--- src/rtl/johnson_decoder_monitor.sv ---
// Checks and decodes a sampled Johnson-coded bus, tracks the expected successor,
// declares lock after a run of good steps and counts sequence breaks while locked.
module johnson_decoder_monitor #(
    parameter int WIDTH      = 5,
    parameter int LOCK_COUNT = 3,
    parameter int ERR_CNT_W  = 8,
    localparam int IDX_W     = $clog2(2 * WIDTH)
) (
    input  logic                 clk,
    input  logic                 rst_n,
    input  logic                 enable,
    input  logic [WIDTH-1:0]     code_in,
    input  logic                 err_clr,
    output logic [IDX_W-1:0]     index,
    output logic                 index_valid,
    output logic                 locked,
    output logic                 seq_error,
    output logic [ERR_CNT_W-1:0] err_count
);

    // state    | meaning
    // UNLOCKED | no legal history, waiting for a legal code
    // ACQUIRE  | counting consecutive legal successors toward lock
    // LOCKED   | sequence tracked; any deviation is a seq_error
    typedef enum logic [1:0] {
        UNLOCKED = 2'd0,
        ACQUIRE  = 2'd1,
        LOCKED   = 2'd2
    } state_t;

    localparam int NUM_STATES = 2 * WIDTH;
    localparam int CNT_W      = $clog2(LOCK_COUNT + 1);

    state_t               state, state_nxt;
    logic [CNT_W-1:0]     lock_cnt, lock_cnt_nxt;
    logic                 legal;
    logic [IDX_W-1:0]     dec_index;
    logic [IDX_W-1:0]     succ_index;
    logic                 is_succ;
    logic                 brk;
    logic [ERR_CNT_W-1:0] err_nxt;

    always_comb begin
        int trans;
        int ones;
        trans = 0;
        ones  = 0;
        for (int i = 0; i < WIDTH - 1; i++) begin
            if (code_in[i] != code_in[i+1]) trans++;
        end
        for (int i = 0; i < WIDTH; i++) begin
            if (code_in[i]) ones++;
        end
        legal     = (trans <= 1);
        dec_index = code_in[WIDTH-1] ? IDX_W'(NUM_STATES - ones) : IDX_W'(ones);
    end

    // index still holds the previous sample, so it is the base for the successor
    assign succ_index = (index == IDX_W'(NUM_STATES - 1)) ? '0 : index + 1'b1;
    assign is_succ    = legal && index_valid && (dec_index == succ_index);

    always_comb begin
        state_nxt    = state;
        lock_cnt_nxt = lock_cnt;
        brk          = 1'b0;
        if (enable) begin
            case (state)
                UNLOCKED: begin
                    if (legal) begin
                        state_nxt    = (LOCK_COUNT <= 1) ? LOCKED : ACQUIRE;
                        lock_cnt_nxt = CNT_W'(1);
                    end else begin
                        lock_cnt_nxt = '0;
                    end
                end
                ACQUIRE: begin
                    if (!legal) begin
                        state_nxt    = UNLOCKED;
                        lock_cnt_nxt = '0;
                    end else if (is_succ) begin
                        lock_cnt_nxt = lock_cnt + 1'b1;
                        if (int'(lock_cnt) + 1 >= LOCK_COUNT) state_nxt = LOCKED;
                    end else begin
                        lock_cnt_nxt = CNT_W'(1);
                    end
                end
                LOCKED: begin
                    if (!is_succ) begin
                        brk = 1'b1;
                        if (legal) begin
                            state_nxt    = ACQUIRE;
                            lock_cnt_nxt = CNT_W'(1);
                        end else begin
                            state_nxt    = UNLOCKED;
                            lock_cnt_nxt = '0;
                        end
                    end
                end
                default: begin
                    state_nxt    = UNLOCKED;
                    lock_cnt_nxt = '0;
                end
            endcase
        end
    end

    // clear first, then the increment, so a clear coinciding with a break leaves 1
    always_comb begin
        err_nxt = err_clr ? '0 : err_count;
        if (brk && (err_nxt != {ERR_CNT_W{1'b1}})) err_nxt = err_nxt + 1'b1;
    end

    always_ff @(posedge clk) begin
        if (!rst_n) begin
            state       <= UNLOCKED;
            lock_cnt    <= '0;
            index       <= '0;
            index_valid <= 1'b0;
            seq_error   <= 1'b0;
            err_count   <= '0;
        end else begin
            state     <= state_nxt;
            lock_cnt  <= lock_cnt_nxt;
            err_count <= err_nxt;
            seq_error <= brk;
            if (enable) begin
                index       <= legal ? dec_index : '0;
                index_valid <= legal;
            end
        end
    end

    assign locked = (state == LOCKED);

endmodule

--- config.mk ---
export PLATFORM = sky130hd
export DESIGN_NAME = johnson_decoder_monitor
export DESIGN_NICKNAME = d
export VERILOG_FILES = /design/src/rtl/johnson_decoder_monitor.sv
export SDC_FILE = /design/constraint.sdc
export NUM_CORES = 1
export LEC_CHECK = 0
export CAP_MARGIN = 20
export CORE_MARGIN = 10
export CORE_UTILIZATION = 58
export CTS_BUF_LIST = sky130_fd_sc_hd__clkbuf_16
export DETAILED_ROUTE_END_ITERATION = 10
export PLACE_DENSITY_LB_ADDON = 0.25
export SLEW_MARGIN = 25
export SYNTH_ARGS = -nofsm -noshare
export SYNTH_HDL_FRONTEND = slang
export SYNTH_SLANG_ARGS = --single-unit
--- constraint.sdc ---
create_clock -name clk -period 10.08 [get_ports clk]
set_input_delay 2.52 -clock clk [delete_from_list [all_inputs] [get_ports clk]]
set_output_delay 2.52 -clock clk [all_outputs]
set_load 0.02 [all_outputs]
# ---- Yosys cells after proc, flatten, opt, wreduce, memory -nomap -nowiden
# Cells that the tools add are included.
dict set report totals {
  register_bits 18
  latch_bits 0
  ramBits 0
  romBits 0
  input_bits 9
  out_inout_bits 15
  elab_cells 66
  mem_count 0
}
dict set report op_classes {
  add_sub_neg 12
  multipliers 0
  n_div 0
  n_lt_le_gt_ge 2
  n_eq_ne 13
  shifts 0
  mux 27
  n_bitwise 0
  reduce_logical 6
}
# op count
set op_table {}
lappend op_table {{32-bit by 2-bit adder with 32-bit output, second input constant} 3}
lappend op_table {{32-bit two-way mux} 3}
lappend op_table {{32-bit by 2-bit <= comparator with 1-bit output, second input constant} 1}
lappend op_table {{4-bit two-way mux} 7}
lappend op_table {{8-bit two-way mux} 2}
lappend op_table {{2-bit two-way mux} 7}
lappend op_table {{4-bit by 2-bit adder with 4-bit output, second input constant} 3}
lappend op_table {{2-bit case mux with 3 select lines} 2}
lappend op_table {{8-bit by 1-bit adder with 8-bit output, second input constant} 1}
lappend op_table {{8-bit != test, second input constant} 1}
lappend op_table {{1-bit two-way mux} 6}
lappend op_table {{3-bit != test, second input constant} 2}
lappend op_table {{5-bit AND reduction} 1}
lappend op_table {{4-bit by 1-bit adder with 4-bit output, second input constant} 1}
lappend op_table {{4-bit equality test} 1}
lappend op_table {{4-bit equality test, second input constant} 1}
lappend op_table {{1-bit != test} 4}
lappend op_table {{2-bit != test, second input constant} 2}
lappend op_table {{4-bit subtractor, first input constant} 1}
lappend op_table {{2-bit by 1-bit adder with 3-bit output, second input constant} 1}
lappend op_table {{3-bit by 2-bit >= comparator with 1-bit output, second input constant} 1}
lappend op_table {{1-bit logical AND} 3}
lappend op_table {{1-bit by 1-bit adder with 2-bit output, second input constant} 1}
lappend op_table {{2-bit by 1-bit adder with 2-bit output, second input constant} 1}
lappend op_table {{other kinds (4)} 4}

# ---- Logic depth before layout (Yosys ltp)
dict set report depth {
  depth_word 18
  mapped_depth 17
  mapped_depth_nobuf 17
}

# ---- Worst setup path before layout
# OpenSTA, ideal clock, no wires.
dict set report synth_path {
  kind {in2reg}
  from {input port code_in[0]}
  to {register err_count[7]}
  setup_ns 0.070
  arrival_time_ns 6.098
  t_required_ns 10.010
  slack_ns 3.911
  stages 17
  n_path_buf 0
  cell_sequence {inv_1 > ha_1 > xnor2_2 > inv_1 > ha_1 > mux2_2 > ha_1 > mux2_2 > ha_1 > xor2_1 > nand2_1 > xnor2_1 > xnor2_1 > and4_1 > and2_4 > or4b_1 > a21oi_1}
}
dict set report synth_via {
  elab_chain_cells 18
  word_cells_on_any_way 28
  classes_between {add/sub (8); order compare (1); eq/ne (2); mux (14); reduce/logical (3)}
}
# item line_no
set synth_rtl {}
lappend synth_rtl {{from (decl)} 12} ;# input logic [WIDTH-1:0] code_in,
lappend synth_rtl {{branches (longest 12 deep; another with 32-bit by 2-bit adder with 32-bit output)} n/a}
lappend synth_rtl {{1-bit logical AND (*)} 60} ;# assign is_succ = legal && index_valid && (dec_index == succ_index);
lappend synth_rtl {{1-bit two-way mux (*)} 88} ;# if (!is_succ) begin
lappend synth_rtl {{1-bit two-way mux (*)} 67} ;# case (state)
lappend synth_rtl {{1-bit two-way mux (*)} 66} ;# if (enable) begin
lappend synth_rtl {{1-bit logical AND (*)} 110} ;# if (brk && (err_nxt != {ERR_CNT_W{1'b1}})) err_nxt = err_nxt + 1'b1;
lappend synth_rtl {{8-bit two-way mux (*)} 110}
lappend synth_rtl {{to (signal assigned)} 124} ;# err_count <= err_nxt;
lappend synth_rtl {{to (decl)} 18} ;# output logic [ERR_CNT_W-1:0] err_count
# Mark *: on every way between the ends.
# A chain may end at the register's enable or synchronous reset.

# ---- Worst setup path in the final report
dict set report layout_path {
  from {input port code_in[0]}
  to {register err_count[4]}
}
# Same word-level chain as after synthesis.

==> impl_metrics.ini <==
[outcome]
run_status = completed

[timing]
max_slew.worst_pin.slew_ns = 0.8904
fin_ws_ns = 3.248
fin_tns_setup_ns = 0
fin_skew_ns = 0.003279
fin_crit_ns = 6.832
finalHoldViolations = 0
rsz0062_at_grt = false
fin_crit_sh = 0.6778
relSlewSlack = 0.4064
setup_viol = 0
maxSlewViolCount = 0
fmax_mhz = 146.4
holdWs_ns = 0.5130

[routing]
drc = 0
detail_route.iter0.violations = 118
routedWlPerCell_um = 15.22
viasPerCell = 5.980
ant_nets = 0
wirelength_mm = 3.774
dr.pass1.iters = 4
routed-via-count = 1483

[final_layout]
instances_no_fill = 248
layout.nets = 240
seq_area_um2 = 360.3
syn2layout_area_growth_pct = 20.03
antennaDiodeCount = 0
drive_gt1_frac = 0.05046
multi_input_area_um2 = 1100
fillers = 190
finalInstanceArea_um2 = 1867

[logic_synthesis]
synth_area_leaders = dfxtp_1 (23%), ha_1 (8.8%), nand2_1 (6.3%), xnor2_1 (4.5%), xor2_1 (4.5%)
yosys_warnings = 0
synth_enable_flop_cells = 0
yosys.area.top_type = dfxtp_1
ys_seq_area_frac = 0.2317
netlist.area_leader.share = 0.2317
yosys_most_used_dff = dfxtp_1
synth.avg_cell_area_um2 = 7.815
synth_cell_types = 47
synth_commonest_cells = nand2_1 (26), dfxtp_1 (18), inv_1 (17)
async_reset_ff_frac = 0
synth_area_um2 = 1555
synth.most_common_cell = nand2_1
synth_nets = 219
synth_cells = 199
ys_ff_latch = 18

[global_route]
gr-total-overflow = 0
grt_pass1_vias = 1502
grt_usage = 0.1465
grt_first_pass_wirelength_mm = 6.472
grt_antenna_before_repair = 0
grt_max_degree = 16

[clock_network]
cts_root_buffer = clkbuf_16
clockBufferDepth = 2
htree_levels = 1
clock_latency_ns = 0.25
path_clk_slew_ns = 0.05
hold_buffers = 0
numCtsBuffers = 3
cts_resized = 0
cts_setup_buffers = 0
cts_tree = yes
clock_sinks = 18

[flow_run]
cap_violations = 0

[setup_path]
critPathSlowestCell = clkdlybuf4s50_1
crit_chain = clkdlybuf4s50_1 > inv_1 > ha_1 > xnor2_2 > inv_1 > ha_1 > mux2_2 > ha_1 > mux2_2 > ha_1 > xor2_1 > nand2_1 > xnor2_1 > xnor2_1 > and4_1 > a211oi_2 > a41oi_1 > a41o_1
r2r_setup_slack_ns = 7.74
r2r_cells = 8
cpMostUsedCell = ha_1
critical_path.max_fanout = 7
r2r_end = err_count[4]$_SDFF_PN0_
worstPathRequired_ns = 10.22
r2r_start = err_count[0]$_SDFF_PN0_
slowest_delay_ns = 0.56
critPathCaptureType = flop
path_class = in -> reg
arrival_ns = 6.97
cp-start-kind = input pin

[die]
start_util = 0.6166
die_area_um2 = 5152
ios = 24
rows = 18
coreArea_um2 = 2522
die_h_um = 71.78
die_x_um = 71.78

[pwr]
power.leakage_uw = 0.0007449
p_per_area_nw_per_um2 = 128.8
vdd_ir_drop_max_uv = 132.4

[hold_path]
hold_depth = 2
hold_end = index[2]$_SDFFE_PN0P_
worstHoldStart = index[2]$_SDFFE_PN0P_
min_path_type = reg -> reg

[placed_design]
io_buffers = 23
dp_hpwl_mm = 2.872
dpl_cell_area_um2 = 1792
gp_congestion = 0.8137
post-place-ws_ns = 3.003
dp.cells = 245
-- worst max-delay path, delay by kind of cell --
kind | cells | cell delay, ns
XOR/XNOR | 4 | 0.81
multiplexers | 2 | 0.56
adder cells (fa/ha/maj) | 4 | 1.22
AO/OA/AOI/OAI | 3 | 0.84
AND/OR/NAND/NOR | 2 | 0.32
buffers and inverters | 3 | 0.71
-- cell families (layout without fill, tap and decap cells) --
kind of cell	count (synthesis)	count (layout)	synth area share
simple gates	81	81	0.2663
compound gates	41	41	0.1971
buf+inv	24	43	0.06114
flops	18	18	0.2317
xor+xnor	17	17	0.1006
fa+ha+maj	11	11	0.08849
mux	7	7	0.05471
-- per-layer routing --
metal,GRT usage,part of all wire,vias to the layer above
li1,-,-,741
met3,0.04545,0.054,10
met4,0.06452,0.021,0
met2,0.2510,0.49,33
met1,0.1618,0.43,699
met5,0,0,-
-- flip-flops by register name (all words and copies together) (netlist names) --
register / flops
index: 4
index_valid: 1
err_count: 8
seq_error: 1
state: 2
lock_cnt: 2
-- worst max-delay path by stage --
stage	start	end	slack [ns]	depth (start not counted)
finish	code_in[0]	err_count[4]$_SDFF_PN0_	3.25	18
global route	code_in[0]	err_count[4]$_SDFF_PN0_	2.92	18
CTS	code_in[0]	err_count[4]$_SDFF_PN0_	3.25	18
detailed placement	code_in[0]	err_count[4]$_SDFF_PN0_	3.00	18
global placement	code_in[0]	err_count[4]$_SDFF_PN0_	3.16	18
floorplan	code_in[0]	err_count[7]$_SDFF_PN0_	3.91	17
-- cell type report --
| type | count | area share |
|---|---|---|
| flip-flops and latches | 18 | 0.1930 |
| inverters | 17 | 0.03418 |
| well taps | 30 | 0.02011 |
| multi-input cells | 157 | 0.5891 |
| clock buffers | 3 | 0.04021 |
| repair buffers | 23 | 0.1233 |
-- through the flow --
step                utilization  power [uW]
floorplan                     -       140.6
global placement         0.7103       156.7
detailed placement       0.7103       160.8
CTS                      0.7401       240.4
global route             0.7401       252.3
finish                   0.7401       240.4
-- cells in the final DEF (no fill, tap or decap), drive strengths merged, types with 5 or more instances in the layout --
cell type	Yosys	final
xnor2	9	9
nor2	12	12
ha	11	11
nand3	9	9
nand2b	5	5
xor2	8	8
clkdlybuf4s50	0	23
a21oi	12	12
o21ai	8	8
dfxtp	18	18
nor2b	7	7
inv	17	17
nand2	26	26
-- where the power goes --
part / switching [uW] / internal [uW]
clock: 27.6 / 52.3
sequential: 3.58 / 74.3
combinational: 46.4 / 36.3
total: 77.6 / 163
Power figures use the tool's default switching activity.
==> variant 1, RTL diff (same flow settings) <==
The 3 states of `state_t` get a one-hot encoding in 3 bits.
--- a/src/rtl/johnson_decoder_monitor.sv
+++ b/src/rtl/johnson_decoder_monitor.sv
@@ -23,8 +23,8 @@
     // ACQUIRE  | counting consecutive legal successors toward lock
     // LOCKED   | sequence tracked; any deviation is a seq_error
-    typedef enum logic [1:0] {
-        UNLOCKED = 2'd0,
-        ACQUIRE  = 2'd1,
-        LOCKED   = 2'd2
+    typedef enum logic [2:0] {
+        UNLOCKED = 3'b001,
+        ACQUIRE  = 3'b010,
+        LOCKED   = 3'b100
     } state_t;
 
Function: no difference found for any inputs over 10 cycles, from zero or initial values and one cycle with rst_n low; not proved beyond that.
==> variant 1 against the unedited design <==
Sequential cell count is 1 higher. Register-to-register slack improved by 130 ps. Routed wire length down 9.1%. Sequential share of layout area is 0.33 points lower. Worst setup slack improved by 610 ps. Largest power group is now sequential cells. Clock power is 1% higher. Non-clock buffer count is the same. Die area is 7.2% higher. Critical path depth shrank 4. Design area grew 7.4%. Power grew 1.4%. Largest cell class unchanged. Highest routed layer unchanged. Area after synthesis rose by 10%.
==> variant 1: results (changes against the unedited design) <==
----------------------------------------------------
[Drt]
  Wirelength, routed ... 3430 µm (was 3770 µm)
  Routed via count ... 1519 (was 1483)

[Global route]
  Maximum number of pins on one net before global-route repair ... 25 (was 16)
  GRT Resource Usage Total ... 13.5% (was 14.7%)
  Vias in the first global route ... 1385 (was 1502)

[Place]
  RePlAce Congestion ... 0.827 (was 0.814)
  DP Worst Slack ... 3600 ps (was 3000 ps)
  Placed wire-length estimate after detailed placement ... 2580 µm (was 2870 µm)

[Synth]
  Area fraction in compound gates after synthesis ... 21.1% (was 19.7%)
  Most used standard cells in the synthesized netlist ... nand2_1 (22), dfxtp_1 (19), inv_1 (14) (was nand2_1 (26), dfxtp_1 (18), inv_1 (17))
  Synth Net Count ... 239 (was 219)
  Top post-synthesis cells by area ... dfxtp_1 (22%), ha_1 (8.8%), nand2_1 (4.8%) (was dfxtp_1 (23%), ha_1 (8.8%), nand2_1 (6.3%))
  Fraction of synthesized area in multiplexers ... 3.66% (was 5.47%)
  Share of synthesized area occupied by flip-flops and latches ... 22.2% (was 23.2%)
  Number of distinct library cells after synthesis ... 55 (was 47)

[Worst setup path]
  Critical path destination ... err_count[2] (was err_count[4])
  Source of the worst register-to-register timing path ... index[0] (was err_count[0])
  Timing startpoint of the critical path ... code_in[1] (was code_in[0])
  Maximum fanout count along the critical path ... 18 (was 7)
  CP arrival ... 6370 ps (was 6970 ps)

[Timing]
  Slew Limit Headroom ... 50.0% (was 40.6%)
  Maximum achievable frequency ... 161 MHz (was 146 MHz)

[Min path]
  Worst hold stages ... 1 (was 2)

[Outcome]
  Result of the run ... finished, final reports clean (unchanged)

[Power and ir drop]
  Switching portion of total power ... 30.5% (was 32.3%)
  Leakage dissipation ... 0.000807 µW (was 0.000745 µW)

----------------------------------------------------
[variant 1: worst min path at each step]
stage	to	slack, ps
final	lock_cnt[0]	510
after floorplan	lock_cnt[0]	480
after detailed placement	index_valid	500
after global routing	lock_cnt[0]	550
after CTS	lock_cnt[0]	520
after global placement	lock_cnt[0]	500
[variant 1: cells by family after synthesis]
group | Yosys count
flip-flops | 19
AND/OR/NAND/NOR | 89
XOR/XNOR | 15
multiplexers | 5
buffers and inverters | 26
AO/OA/AOI/OAI | 52
adder cells (fa/ha/maj) | 12
[variant 1: stage by stage]
stage | util [%] | hold WS (ps) | area, µm² | cells | total power, µW
after floorplan | - | 478 | 1710 | 218 | 147
after global placement | 69.2 | 497 | 1920 | 262 | 164
after detailed placement | 69.2 | 497 | 1920 | 262 | 164
after CTS | 72.1 | 517 | 2000 | 266 | 246
after global routing | 72.1 | 547 | 2000 | 266 | 260
final | 72.1 | 511 | 2000 | 266 | 244
[variant 1: routing by layer]
| metal | share of wire [%] | wire (µm) | global-route usage (%) | vias up |
|---|---|---|---|---|
| met5 | 0 | 0 | 0 | - |
| met4 | 0.47 | 16 | 2.85 | 0 |
| met3 | 6.4 | 220 | 4.79 | 2 |
| met2 | 45 | 1560 | 21.7 | 28 |
| met1 | 48 | 1640 | 16.9 | 679 |
| li1 | - | - | - | 810 |
[variant 1: layout make-up]
class	instances	area (µm²)
Multi-Input combinational cell	173	1210
Fill cell	213	777
Sequential cell	19	380
Timing Repair Buffer	23	230
Clock buffer	3	75.1
Inverter	16	60.1
Tap cell	31	38.8
Clock inverter	1	5.00
[variant 1: power groups by stage]
stage          Sequential [µW]  Clock [µW]  Combinational [µW]
3_5_place_dp              84.7           0                79.6
6_report                  83.2        80.8                79.9
5_1_grt                   83.9        86.5                89.7
4_1_cts                   83.1        83.4                80.0
2_1_floorplan             85.3           0                61.6
3_3_place_gp              84.8           0                78.8
[variant 1: critical path, stage by stage]
cell             delay, ps
clkdlybuf4s50_1        550
inv_1                   80
ha_1                   390
xor2_1                 200
ha_1                   350
nor2b_1                 50
a31oi_1                320
ha_1                   330
a21o_1                 180
o21ai_2                 90
xnor3_1                350
a211o_1                500
and4_1                 280
o21a_1                 160
==> variant 2, RTL diff (same settings) <==
Without the edit above. Set the parameter `WIDTH` to 7 (it was 5).
--- a/src/rtl/johnson_decoder_monitor.sv
+++ b/src/rtl/johnson_decoder_monitor.sv
@@ -2,5 +2,5 @@
 // declares lock after a run of good steps and counts sequence breaks while locked.
 module johnson_decoder_monitor #(
-    parameter int WIDTH      = 5,
+    parameter int WIDTH      = 7,
     parameter int LOCK_COUNT = 3,
     parameter int ERR_CNT_W  = 8,
Interface: changed (resized code_in); port bits go from 24 to 26. The function was not compared with the original's and may differ.
==> variant 2 against the unedited design <==
Clock power fell by 2%. Sequential share of layout area is 4.6 points lower. Register-to-register slack got worse by 30 ps. Largest cell class unchanged. Power up 32%. Via count up 37%. Design area is 31% higher. Final cell count up 35%. Worst setup slack got worse by 1500 ps. Hold slack got worse by 5.0 ps. Critical endpoint is now err_count[6]. Sequential power grew 3.6%. Area after synthesis rose by 36%. Sequential cell count is the same. Fmax shrank 18%. Routed wire length increased by 30%.
==> variant 2: results (changes against the unedited design) <==
----------------------------------------------------
[Worst setup path]
  Depth of the worst register-to-register path ... 9 (was 8)
  Source of the worst register-to-register timing path ... index[0] (was err_count[0])
  Biggest cell delay along the critical path ... 700 ps (was 560 ps)
  Maximum fanout count along the critical path ... 10 (was 7)
  Worst reg2reg setup slack ... 7710 ps (was 7740 ps)

[Synth]
  Most used standard cells in the synthesized netlist ... nand2_1 (22), dfxtp_1 (18), a21oi_1 (17), nand2b_1 (17), o21ai_0 (16) (was nand2_1 (26), dfxtp_1 (18), inv_1 (17))
  Share of synthesized area occupied by flip-flops and latches ... 17.0% (was 23.2%)
  Number of distinct library cells after synthesis ... 66 (was 47)

[Power and ir drop]
  Clk power ... 78.4 µW (was 79.9 µW)
  Combinational logic power ... 157 µW (was 82.7 µW)
  Clock share of power ... 24.8% (was 33.2%)
  Switching portion of total power ... 35.6% (was 32.3%)
  Maximum ir drop on the vdd rail ... 0.0000828 V (was 0.000132 V)

[Place]
  Placed wire-length estimate after detailed placement ... 3820 µm (was 2870 µm)
  Post-Place Cell Area ... 2360 µm² (was 1790 µm²)
  DP Worst Slack ... 1470 ps (was 3000 ps)

[Timing]
  Slew Limit Headroom ... 52.9% (was 40.6%)
  Min Tclk post-route ... 8380 ps (was 6830 ps)
  Worst Hold Slack ... 508 ps (was 513 ps)

[Drt]
  DRT iter0 DRCs ... 106 (was 118)
  DRT met1 WL ... 2230 µm (was 1630 µm)
  Routed via count ... 2032 (was 1483)
  Wire length on met2 ... 2360 µm (was 1870 µm)

[Global route]
  Global-route met1 utilization ... 19.6% (was 16.2%)
  Vias in the first global route ... 1818 (was 1502)

[Finish]
  Post-layout nets ... 313 (was 240)
  Ratio of cells with drive above 1 in the final layout ... 7.29% (was 5.05%)

[Outcome]
  Result of the run ... finished, final reports clean (unchanged)

[Min path]
  Launch point of the worst hold path ... lock_cnt[1] (was index[2])

----------------------------------------------------
[variant 2: cell types whose count changed after synthesis, sizes merged, moves of 6 or more]
cell	unedited run	this run
o21ai	8	16
buf	2	9
nand3	9	16
inv	17	10
nand2b	5	17
a21oi	12	18
[variant 2: cells by family (layout without fill, tap and decap cells)]
kind of cell / count (synthesis) / in the layout / share of synthesized area (%)
adder cells (fa/ha/maj): 13 / 13 / 7.69
buffers and inverters: 25 / 40 / 4.85
multiplexers: 7 / 7 / 4.14
AO/OA/AOI/OAI: 70 / 70 / 22.6
XOR/XNOR: 25 / 25 / 12.7
AND/OR/NAND/NOR: 115 / 115 / 30.9
flip-flops: 18 / 18 / 17.0
[variant 2: layout make-up]
class / count / share of cell area, %
inverters: 10 / 1.54
flip-flops and latches: 18 / 14.7
clock inverters: 1 / 0.154
repair buffers: 26 / 10.5
well taps: 46 / 2.36
clock buffers: 3 / 3.07
multi-input cells: 230 / 67.6
